===== config.mk =====
export PLATFORM = sky130hd
export DESIGN_NAME = mul_div_unit_flat
export DESIGN_NICKNAME = d
export VERILOG_FILES = /design/src/rtl/mul_div_unit_if.sv /design/src/rtl/mul_div_unit.sv /design/src/flat_wrapper.sv
export SDC_FILE = /design/constraint.sdc
export NUM_CORES = 1
export LEC_CHECK = 0
export BUFFER_PORTS_ARGS = -buffer_cell sky130_fd_sc_hd__buf_4
export CAP_MARGIN = 20
export CORE_ASPECT_RATIO = 1.25
export CORE_MARGIN = 2
export CORE_UTILIZATION = 45
export DETAILED_ROUTE_END_ITERATION = 8
export PLACE_DENSITY = 0.69
export SLEW_MARGIN = 30
export SYNTH_ARGS = -nofsm -noshare
export SYNTH_HDL_FRONTEND = slang
export SYNTH_SLANG_ARGS = --single-unit
export TNS_END_PERCENT = 1

===== constraint.sdc =====
create_clock -name clk_i -period 4.1 [get_ports clk_i]
set_input_delay 0.41 -clock clk_i [delete_from_list [all_inputs] [get_ports clk_i]]
set_output_delay 0.41 -clock clk_i [all_outputs]
set_load 0.02 [all_outputs]

===== src/rtl/mul_div_unit_if.sv =====
// Request/response bundle between the multicycle controller and the RV32M
// multiply/divide unit; clock and reset stay outside as plain ports.
interface mul_div_unit_if #(
    parameter int DATA_WIDTH = 32
);
    logic                  start_i;
    logic [2:0]            funct3_i;
    logic [DATA_WIDTH-1:0] srcA_i;
    logic [DATA_WIDTH-1:0] srcB_i;
    logic                  busy_o;
    logic                  done_o;
    logic [DATA_WIDTH-1:0] result_o;

    modport master (
        output start_i, funct3_i, srcA_i, srcB_i,
        input  busy_o, done_o, result_o
    );

    modport slave (
        input  start_i, funct3_i, srcA_i, srcB_i,
        output busy_o, done_o, result_o
    );
endinterface


===== src/rtl/mul_div_unit.sv =====
// Iterative RV32M multiply/divide: shift-add multiply or restoring divide on
// operand magnitudes, sign fix-up at the end, fixed 33-cycle start-to-done.
module mul_div_unit #(
    parameter int DATA_WIDTH  = 32,
    parameter int COUNT_WIDTH = 5
) (
    input  logic           clk_i,
    input  logic           reset_i,
    mul_div_unit_if.slave  bus
);
    localparam int W  = DATA_WIDTH;
    localparam int W2 = 2 * DATA_WIDTH;

    localparam logic [2:0] OP_MUL    = 3'b000;
    localparam logic [2:0] OP_MULH   = 3'b001;
    localparam logic [2:0] OP_MULHSU = 3'b010;
    localparam logic [2:0] OP_MULHU  = 3'b011;
    localparam logic [2:0] OP_DIV    = 3'b100;
    localparam logic [2:0] OP_DIVU   = 3'b101;
    localparam logic [2:0] OP_REM    = 3'b110;
    localparam logic [2:0] OP_REMU   = 3'b111;

    localparam logic [W-1:0] INT_MIN = {1'b1, {(W-1){1'b0}}};

    typedef enum logic [1:0] {S_IDLE, S_CALC, S_FIX} state_t;

    state_t                 r_state;
    state_t                 w_state_nxt;
    logic                   w_accept;

    logic [2:0]             r_op;
    logic                   r_a_neg;
    logic                   r_b_neg;
    logic [W-1:0]           r_mag_a;
    logic [W-1:0]           r_mag_b;
    logic [W2-1:0]          r_acc;
    logic [COUNT_WIDTH-1:0] r_count;
    logic                   r_done;
    logic [W-1:0]           r_result;

    logic                   w_a_signed;
    logic                   w_b_signed;
    logic                   w_in_a_neg;
    logic                   w_in_b_neg;
    logic [W-1:0]           w_in_mag_a;
    logic [W-1:0]           w_in_mag_b;

    logic [W:0]             w_mul_sum;
    logic [W2-1:0]          w_mul_nxt;
    logic [W:0]             w_div_rem;
    logic                   w_div_ge;
    logic [W-1:0]           w_div_sub;
    logic [W2-1:0]          w_div_nxt;

    logic [W2-1:0]          w_prod;
    logic [W-1:0]           w_quo;
    logic [W-1:0]           w_rem;
    logic [W-1:0]           w_orig_a;
    logic                   w_div0;
    logic                   w_ovf;
    logic [W-1:0]           w_fix_result;

    // Operand sign capture: only MULH/MULHSU/DIV/REM treat operands as signed.
    always_comb begin
        w_a_signed = (bus.funct3_i == OP_MULH) || (bus.funct3_i == OP_MULHSU) ||
                     (bus.funct3_i == OP_DIV)  || (bus.funct3_i == OP_REM);
        w_b_signed = (bus.funct3_i == OP_MULH) ||
                     (bus.funct3_i == OP_DIV)  || (bus.funct3_i == OP_REM);
        w_in_a_neg = w_a_signed && bus.srcA_i[W-1];
        w_in_b_neg = w_b_signed && bus.srcB_i[W-1];
        w_in_mag_a = w_in_a_neg ? -bus.srcA_i : bus.srcA_i;
        w_in_mag_b = w_in_b_neg ? -bus.srcB_i : bus.srcB_i;
    end

    // Multiply keeps the multiplier in the low half and shifts it out as the
    // product grows in from the top; divide keeps {rem, quo} with a 33-bit
    // working remainder so the shifted-out carry is never lost.
    always_comb begin
        w_mul_sum = {1'b0, r_acc[W2-1:W]} + (r_acc[0] ? {1'b0, r_mag_a} : {(W+1){1'b0}});
        w_mul_nxt = {w_mul_sum, r_acc[W-1:1]};
        w_div_rem = r_acc[W2-1:W-1];
        w_div_ge  = (w_div_rem >= {1'b0, r_mag_b});
        w_div_sub = w_div_rem[W-1:0] - r_mag_b;
        w_div_nxt = w_div_ge ? {w_div_sub, r_acc[W-2:0], 1'b1}
                             : {w_div_rem[W-1:0], r_acc[W-2:0], 1'b0};
    end

    always_comb begin
        w_prod   = (r_a_neg ^ r_b_neg) ? -r_acc : r_acc;
        w_quo    = (r_a_neg ^ r_b_neg) ? -r_acc[W-1:0] : r_acc[W-1:0];
        w_rem    = r_a_neg ? -r_acc[W2-1:W] : r_acc[W2-1:W];
        w_orig_a = r_a_neg ? -r_mag_a : r_mag_a;
        w_div0   = (r_mag_b == {W{1'b0}});
        w_ovf    = r_a_neg && r_b_neg && (r_mag_a == INT_MIN) && (r_mag_b == {{(W-1){1'b0}}, 1'b1});
        unique case (r_op)
            OP_MUL:                       w_fix_result = w_prod[W-1:0];
            OP_MULH, OP_MULHSU, OP_MULHU: w_fix_result = w_prod[W2-1:W];
            OP_DIV, OP_DIVU:              w_fix_result = w_div0 ? {W{1'b1}} : (w_ovf ? INT_MIN : w_quo);
            OP_REM, OP_REMU:              w_fix_result = w_div0 ? w_orig_a : (w_ovf ? {W{1'b0}} : w_rem);
            default:                      w_fix_result = {W{1'b0}};
        endcase
    end

    always_ff @(posedge clk_i) begin
        if (reset_i) begin
            r_state <= S_IDLE;
        end else begin
            r_state <= w_state_nxt;
        end
    end

    always_comb begin
        w_state_nxt = r_state;
        w_accept    = 1'b0;
        unique case (r_state)
            S_IDLE: begin
                if (bus.start_i) begin
                    w_accept    = 1'b1;
                    w_state_nxt = S_CALC;
                end
            end
            S_CALC: begin
                if (r_count == COUNT_WIDTH'(W - 1)) begin
                    w_state_nxt = S_FIX;
                end
            end
            S_FIX:   w_state_nxt = S_IDLE;
            default: w_state_nxt = S_IDLE;
        endcase
    end

    always_ff @(posedge clk_i) begin
        if (reset_i) begin
            r_count  <= '0;
            r_done   <= 1'b0;
            r_result <= '0;
        end else begin
            r_done <= (r_state == S_FIX);
            if (r_state == S_FIX) begin
                r_result <= w_fix_result;
            end
            if (w_accept) begin
                r_count <= '0;
            end else if (r_state == S_CALC) begin
                r_count <= r_count + 1'b1;
            end
        end
    end

    always_ff @(posedge clk_i) begin
        if (w_accept) begin
            r_op    <= bus.funct3_i;
            r_a_neg <= w_in_a_neg;
            r_b_neg <= w_in_b_neg;
            r_mag_a <= w_in_mag_a;
            r_mag_b <= w_in_mag_b;
            r_acc   <= {{W{1'b0}}, (bus.funct3_i[2] ? w_in_mag_a : w_in_mag_b)};
        end else if (r_state == S_CALC) begin
            r_acc <= r_op[2] ? w_div_nxt : w_mul_nxt;
        end
    end

    assign bus.busy_o   = (r_state != S_IDLE);
    assign bus.done_o   = r_done;
    assign bus.result_o = r_result;
endmodule


===== src/flat_wrapper.sv =====
// flat-port wrapper written by rule: the top's interface ports become plain ports
module mul_div_unit_flat 
#(
    parameter int DATA_WIDTH  = 32,
    parameter int COUNT_WIDTH = 5
)
  (clk_i, reset_i, bus_start_i, bus_funct3_i, bus_srcA_i, bus_srcB_i, bus_busy_o, bus_done_o, bus_result_o);
  mul_div_unit_if #(.DATA_WIDTH(DATA_WIDTH)) bus_i ();
  input  logic clk_i;
  input  logic reset_i;
  input wire logic [$bits(bus_i.start_i)-1:0] bus_start_i;
  input wire logic [$bits(bus_i.funct3_i)-1:0] bus_funct3_i;
  input wire logic [$bits(bus_i.srcA_i)-1:0] bus_srcA_i;
  input wire logic [$bits(bus_i.srcB_i)-1:0] bus_srcB_i;
  output wire logic [$bits(bus_i.busy_o)-1:0] bus_busy_o;
  output wire logic [$bits(bus_i.done_o)-1:0] bus_done_o;
  output wire logic [$bits(bus_i.result_o)-1:0] bus_result_o;
  assign bus_i.start_i = bus_start_i;
  assign bus_i.funct3_i = bus_funct3_i;
  assign bus_i.srcA_i = bus_srcA_i;
  assign bus_i.srcB_i = bus_srcB_i;
  assign bus_busy_o = bus_i.busy_o;
  assign bus_done_o = bus_i.done_o;
  assign bus_result_o = bus_i.result_o;
  mul_div_unit #(.DATA_WIDTH(DATA_WIDTH), .COUNT_WIDTH(COUNT_WIDTH)) u_core (.clk_i(clk_i), .reset_i(reset_i), .bus(bus_i));
endmodule

# Word level (Yosys, flattened, before mapping)
# Cells that the tools add are included.
word_totals:
  output_inout_bits: 34
  input_bits: 70
  regBits: 173
  elab_cells: 82
classes:
  n_eq_ne: 18
  add_sub_neg: 9
  n_lt_le_gt_ge: 1
  bitwise: 1
  muxes: 22
  n_reduce_logical: 20
ops:
  columns: ["operator", "count"]
  rows:
  - ["two-way mux 32 bit", 13]
  - ["two-way mux 64 bit", 3]
  - ["negation 32 bit", 5]
  - ["one-hot mux 32 bit (4 select lines)", 1]
  - ["negation 64 bit", 1]
  - ["adder 32 x 32 -> 33 bit", 1]
  - ["greater-or-equal comparator 33 x 32 -> 1 bit", 1]
  - ["equality test 32 x 1 -> 1 bit (second input constant)", 1]
  - ["equality test 32 bit (second input constant)", 1]
  - ["logical NOT 32 bit", 1]
  - ["subtractor 32 bit", 1]
  - ["equality test 3 bit (second input constant)", 6]
  - ["equality test 3 x 2 -> 1 bit (second input constant)", 3]
  - ["equality test 3 x 1 -> 1 bit (second input constant)", 2]
  - ["OR reduction 2 bit", 3]
  - ["adder 5 x 1 -> 5 bit (second input constant)", 1]
  - ["equality test 5 bit (second input constant)", 1]
  - ["logical AND 1 bit", 5]
  - ["logical OR 1 bit", 5]
  - ["two-way mux 2 bit", 2]
  - ["one-hot mux 2 bit (2 select lines)", 1]
  - ["nonzero test 2 bit", 2]
  - ["logical NOT 3 bit", 1]
  - ["OR reduction 3 bit", 1]
  - ["other kinds (8)", 9]

# Depth between registers and ports, before layout
depth:
  word_depth: 8
  depth_mapped: 15
  mapped_depth_nobuf: 13

# Worst setup path before layout
# No wires, ideal clock.
synth_path:
  path_type: "reg2reg"
  start: "register u_core.r_state[0]"
  end: "register u_core.r_acc[11] (data pin)"
  arrival_ns: 3.239
  setup_time_ns: 0.370
  path_stages_with_launch: 7
  synth_period_minus_slack_ns: 3.609
  n_path_buf: 2
  t_required_ns: 3.730
  path_slack_ns: 0.491
  cell_sequence: "dfxtp_1 -> nor2_1 -> nand2_1 -> clkinv_1 -> clkbuf_1 -> clkbuf_1 -> a21oi_1"
synth_via:
  elab_chain_len: 3
synth_rtl:
  columns: ["item", "line_no", "source"]
  rows:
  - ["start, declared", "mul_div_unit.sv:27", "state_t r_state;"]
  - ["start signal, assigned", "mul_div_unit.sv:108", "r_state <= w_state_nxt;"]
  - ["logical NOT 2 bit", "mul_div_unit.sv:115", "unique case (r_state)"]
  - ["two-way mux 1 bit", "mul_div_unit.sv:115", null]
  - ["net u_core.w_accept", "mul_div_unit.sv:29", "logic w_accept;"]
  - ["two-way mux 32 bit", "mul_div_unit.sv:151", "if (w_accept) begin"]
  - ["end signal, assigned", "mul_div_unit.sv:157", "r_acc <= {{W{1'b0}}, (bus.funct3_i[2] ? w_in_mag_a : w_in_mag_b)};"]
  - ["end signal, assigned", "mul_div_unit.sv:159", "r_acc <= r_op[2] ? w_div_nxt : w_mul_nxt;"]
  - ["end, declared", "mul_div_unit.sv:36", "logic [W2-1:0] r_acc;"]
# The timed path passes the listed nets, and every way through them passes these cells.
# A chain may end at the register's enable or synchronous reset.

# Worst setup path after layout
layout_path:
  start: "register u_core.r_acc[40]"
  end: "register u_core.r_acc[62]"
layout_via:
  elab_chain_len: 3
  elab_cells_between_ends: 5
  cone_classes: "add/sub (2); order compare (1); mux (2)"
layout_rtl:
  columns: ["item", "line_no", "source"]
  rows:
  - ["subtractor 32 bit / greater-or-equal comparator 33 x 32 -> 1 bit (equally long branches)", "mul_div_unit.sv:83, mul_div_unit.sv:82", null]
  - ["two-way mux 64 bit", "mul_div_unit.sv:84", "w_div_nxt = w_div_ge ? {w_div_sub, r_acc[W-2:0], 1'b1}"]
  - ["two-way mux 64 bit (*)", "mul_div_unit.sv:159", null]
# Every way passes the cells marked *; elsewhere a longest branch is shown, timed or not.

==> results.toml <==
[status]
run_status = "finished clean"

[placed_design]
placement.setup.worst_slack_ns = 0.128
dp_hpwl_um = 47000
final_weighted_congestion_of_routability_driven_global_placement = 1.05
place.port_buffers = 103
detailed_place.area_sq_mm = 0.0170

[synthesis]
mappedNetlistNets = 2053
synth_ff_type = "edfxtp_1"
netlist_instances = 1909
yosys.cell_types.count = 76
synth.yosys.seq_area_share_pct = 28.7
asyncSetResetFlopFracSynth_pct = 0
yosysWarnings = 0
mappedNetlistArea_sq_mm = 0.0156
synth-edff-count = 101
ys_ff_latch = 173
synth.avg_cell_area_sq_um = 8.18

[timing]
tightest_slew_ns = 0.906
timing.clock.skew_ns = 0.0147
final_setup_violation_count = 0
post-route-worst-setup-slack_ns = 0.236
timing.fmax_mhz = 259
period_share_pct = 94.2
hold_slack_ns = 0.142
worst_slew_margin_rel_pct = 39.6
grt_setup_unrepaired = "no"
setup_total_negative_slack_ns = 0
final-hold-violation-count = 0
slew_viol_final = 0
finalWorstPathRequiredPeriod_ns = 3.86

[job]
max-cap-violations = 0

[routing]
postRouteWirelength_um = 59300
avgRoutedWirePerCell_um = 24.1
length_of_the_first_detailed_routing_pass_in_iterations = 6
viasPerCell = 6.37
dr_total_vias = 15700
drc = 0
antenna_violating_nets_post_route = 0
detailedRoute.firstIterationViolations = 1578

[worst_setup_path]
criticalPathCategory = "flop to flop"
critPathMaxFanout = 18
required_time_of_the_worst_setup_path_ns = 4.49
start_kind = "flop"
critPathSlowestCell = "dfxtp_1"
cp_slowest_stage_delay_ns = 0.60
path_common_cell = "a21oi_1"
critPathCaptureType = "flop"
cp_cell_sequence = "ha_1, and4_1, nand4_1, a21oi_1, nor3_1, or2_2, o31a_2, buf_12, nor4_1, o21ai_0, a21oi_1"
cp.arrival_ns = 4.26

[worst_hold_path]
hold_path_class = "input port to flop"

[layout]
area_delta_synth_final_pct = 13.2
post-route-cell-area_sq_mm = 0.0177
share_of_post_route_cells_with_drive_strength_above_1_pct = 12.8
nNetsFinal = 2122

[grt]
total_grt_usage_pct = 33.0
antenna_found_initial = 1
grt_pass1_vias = 14800
grt_first_pass_wirelength_um = 89200
maximum_number_of_pins_on_one_net_before_global_route_repair = 98
overflow = 0

[clock_tree]
cts.clk_slew.worst_paths_ns = 0.07
cts.sinks = 173
ctsHoldBuffers = 0
cts_resized = 0
clock_path_buffers = 2
cts_tree = "yes"
tritoncts.num_buffers = 17
clock_tree.htree_level_count = 4
insertion_delay_ns = 0.46
buffer_cell_driving_the_clock_tree_root = "clkbuf_16"
post_cts.repair.setup_buffers = 0

[pwr]
power.density_cell_area_mw_per_mm2 = 440
static_leak_uw = 0.00707
post-layout-total-power_uw = 7770
irDropWorstVdd_mv = 0.252

[die]
initial_core_util_pct = 45.5
core_box_area_sq_mm = 0.0343
die_width_um = 171
floorplan.die_area_sq_mm = 0.0362
die_height_um = 212
std_cell_rows = 76
boundaryPins = 104
-- power breakdown --
group	internal (uW)	switching [uW]
Sequential	2070	411
Clock	986	748
Combinational	1400	2160
Total	4460	3320
-- metrics by stage --
stage	util, %	instances
2_1_floorplan	-	1909
3_3_place_gp	49.7	2427
6_report	51.5	2460
5_1_grt	51.5	2459
4_1_cts	51.5	2459
3_5_place_dp	49.7	2427
-- metal layers --
metal | vias to the layer above | track usage [%] | wire length, um
met5 | - | 0 | 0
met4 | 0 | 20.5 | 4140
met3 | 195 | 3.93 | 3940
met2 | 789 | 54.5 | 27800
met1 | 7475 | 40.9 | 23400
li1 | 7203 | - | -
-- cell usage after synthesis, types with 8 or more instances --
library cell / number / area share (%)
o31ai_1: 46 / 2.2
a211oi_1: 41 / 2.0
inv_1: 63 / 1.5
nor4_1: 23 / 0.92
a21o_1: 34 / 1.6
o21ai_0: 168 / 5.4
o21a_1: 9 / 0.43
nor3_1: 61 / 2.0
nand2b_1: 22 / 0.88
or4_1: 21 / 1.0
buf_1: 9 / 0.22
a21oi_1: 128 / 4.1
xor2_1: 122 / 6.8
and3_1: 11 / 0.44
a31oi_1: 17 / 0.68
nand3_1: 29 / 0.93
ha_1: 72 / 5.8
a221oi_1: 16 / 0.90
o211ai_1: 17 / 0.82
nand4_1: 17 / 0.68
nor2b_1: 32 / 1.3
or3_1: 29 / 1.2
mux2i_1: 49 / 3.1
o41ai_1: 17 / 0.95
nand2_1: 141 / 3.4
mux2_2: 9 / 0.65
dfxtp_1: 72 / 9.2
and2_1: 39 / 1.6
o22ai_1: 23 / 0.92
edfxtp_1: 101 / 19
xnor2_1: 115 / 6.5
and4_1: 8 / 0.45
or2_2: 18 / 0.72
nor2_1: 119 / 2.9
o221ai_1: 8 / 0.45
clkbuf_1: 106 / 2.5
-- flip-flops by register name, indices dropped and copies added, names as in the netlist --
signal	flops
u_core.r_op	3
u_core.r_acc	64
u_core.r_mag_b	32
u_core.r_a_neg	1
u_core.bus.result_o	32
u_core.r_mag_a	32
u_core.r_count	5
u_core.bus.done_o	1
u_core.r_b_neg	1
u_core.r_state	2
-- logic make-up after synthesis --
kind of cell | after synthesis | share of synthesized area (%)
buf+inv | 185 | 4.49
compound gates | 590 | 24.2
xor+xnor | 237 | 13.3
mux | 58 | 3.79
flops | 173 | 28.7
fa+ha+maj | 74 | 6.03
simple gates | 592 | 19.5
-- final cells by class --
class                   count  area [sq um]
clock buffers              18           439
diodes                      1          2.50
fillers                  3284         16700
flip-flops and latches    173          4480
multi-input cells        1551         10400
clock inverters            14           181
inverters                  65           246
well taps                 468           586
repair buffers            170          1300
-- layout by cell type, fill, tap and decap left out, types with 18 or more instances in the layout --
cell type and instances:
o21ai_0 168, buf_4 168, nand2_1 141, a21oi_1 128
xor2_1 122, nor2_1 119, xnor2_1 115, edfxtp_1 101
ha_1 71, dfxtp_1 71, inv_1 63, nor3_1 61
mux2i_1 49, o31ai_1 46, a211oi_1 41, and2_1 39
a21o_1 34, nor2b_1 30, or3_1 29, nand3_1 29
nor4_1 23, o22ai_1 23, nand2b_1 22, or4_1 21
or2_2 18
-- path summary, 6_finish.rpt --
kind / endpoint / slack (ns) / from / cells after the start
min: u_core.r_op[1] / 0.14 / bus_funct3_i[1] / 1
max: u_core.r_acc[62] / 0.24 / u_core.r_acc[40] / 11
max reg2reg: u_core.r_acc[62] / 0.24 / u_core.r_acc[40] / 11
min reg2reg: u_core.bus.result_o[2] / 0.44 / u_core.bus.result_o[2] / 2
-- critical path: cells and delay by family (launching register included) --
kind | cells | cell delay [ns]
AOI/OAI and AO/OA | 4 | 1.31
and+or+nand+nor | 5 | 1.33
adders and majority gates | 1 | 0.36
buffers and inverters | 1 | 0.20
DFF | 1 | 0.60
Power figures use the tool's default switching activity.
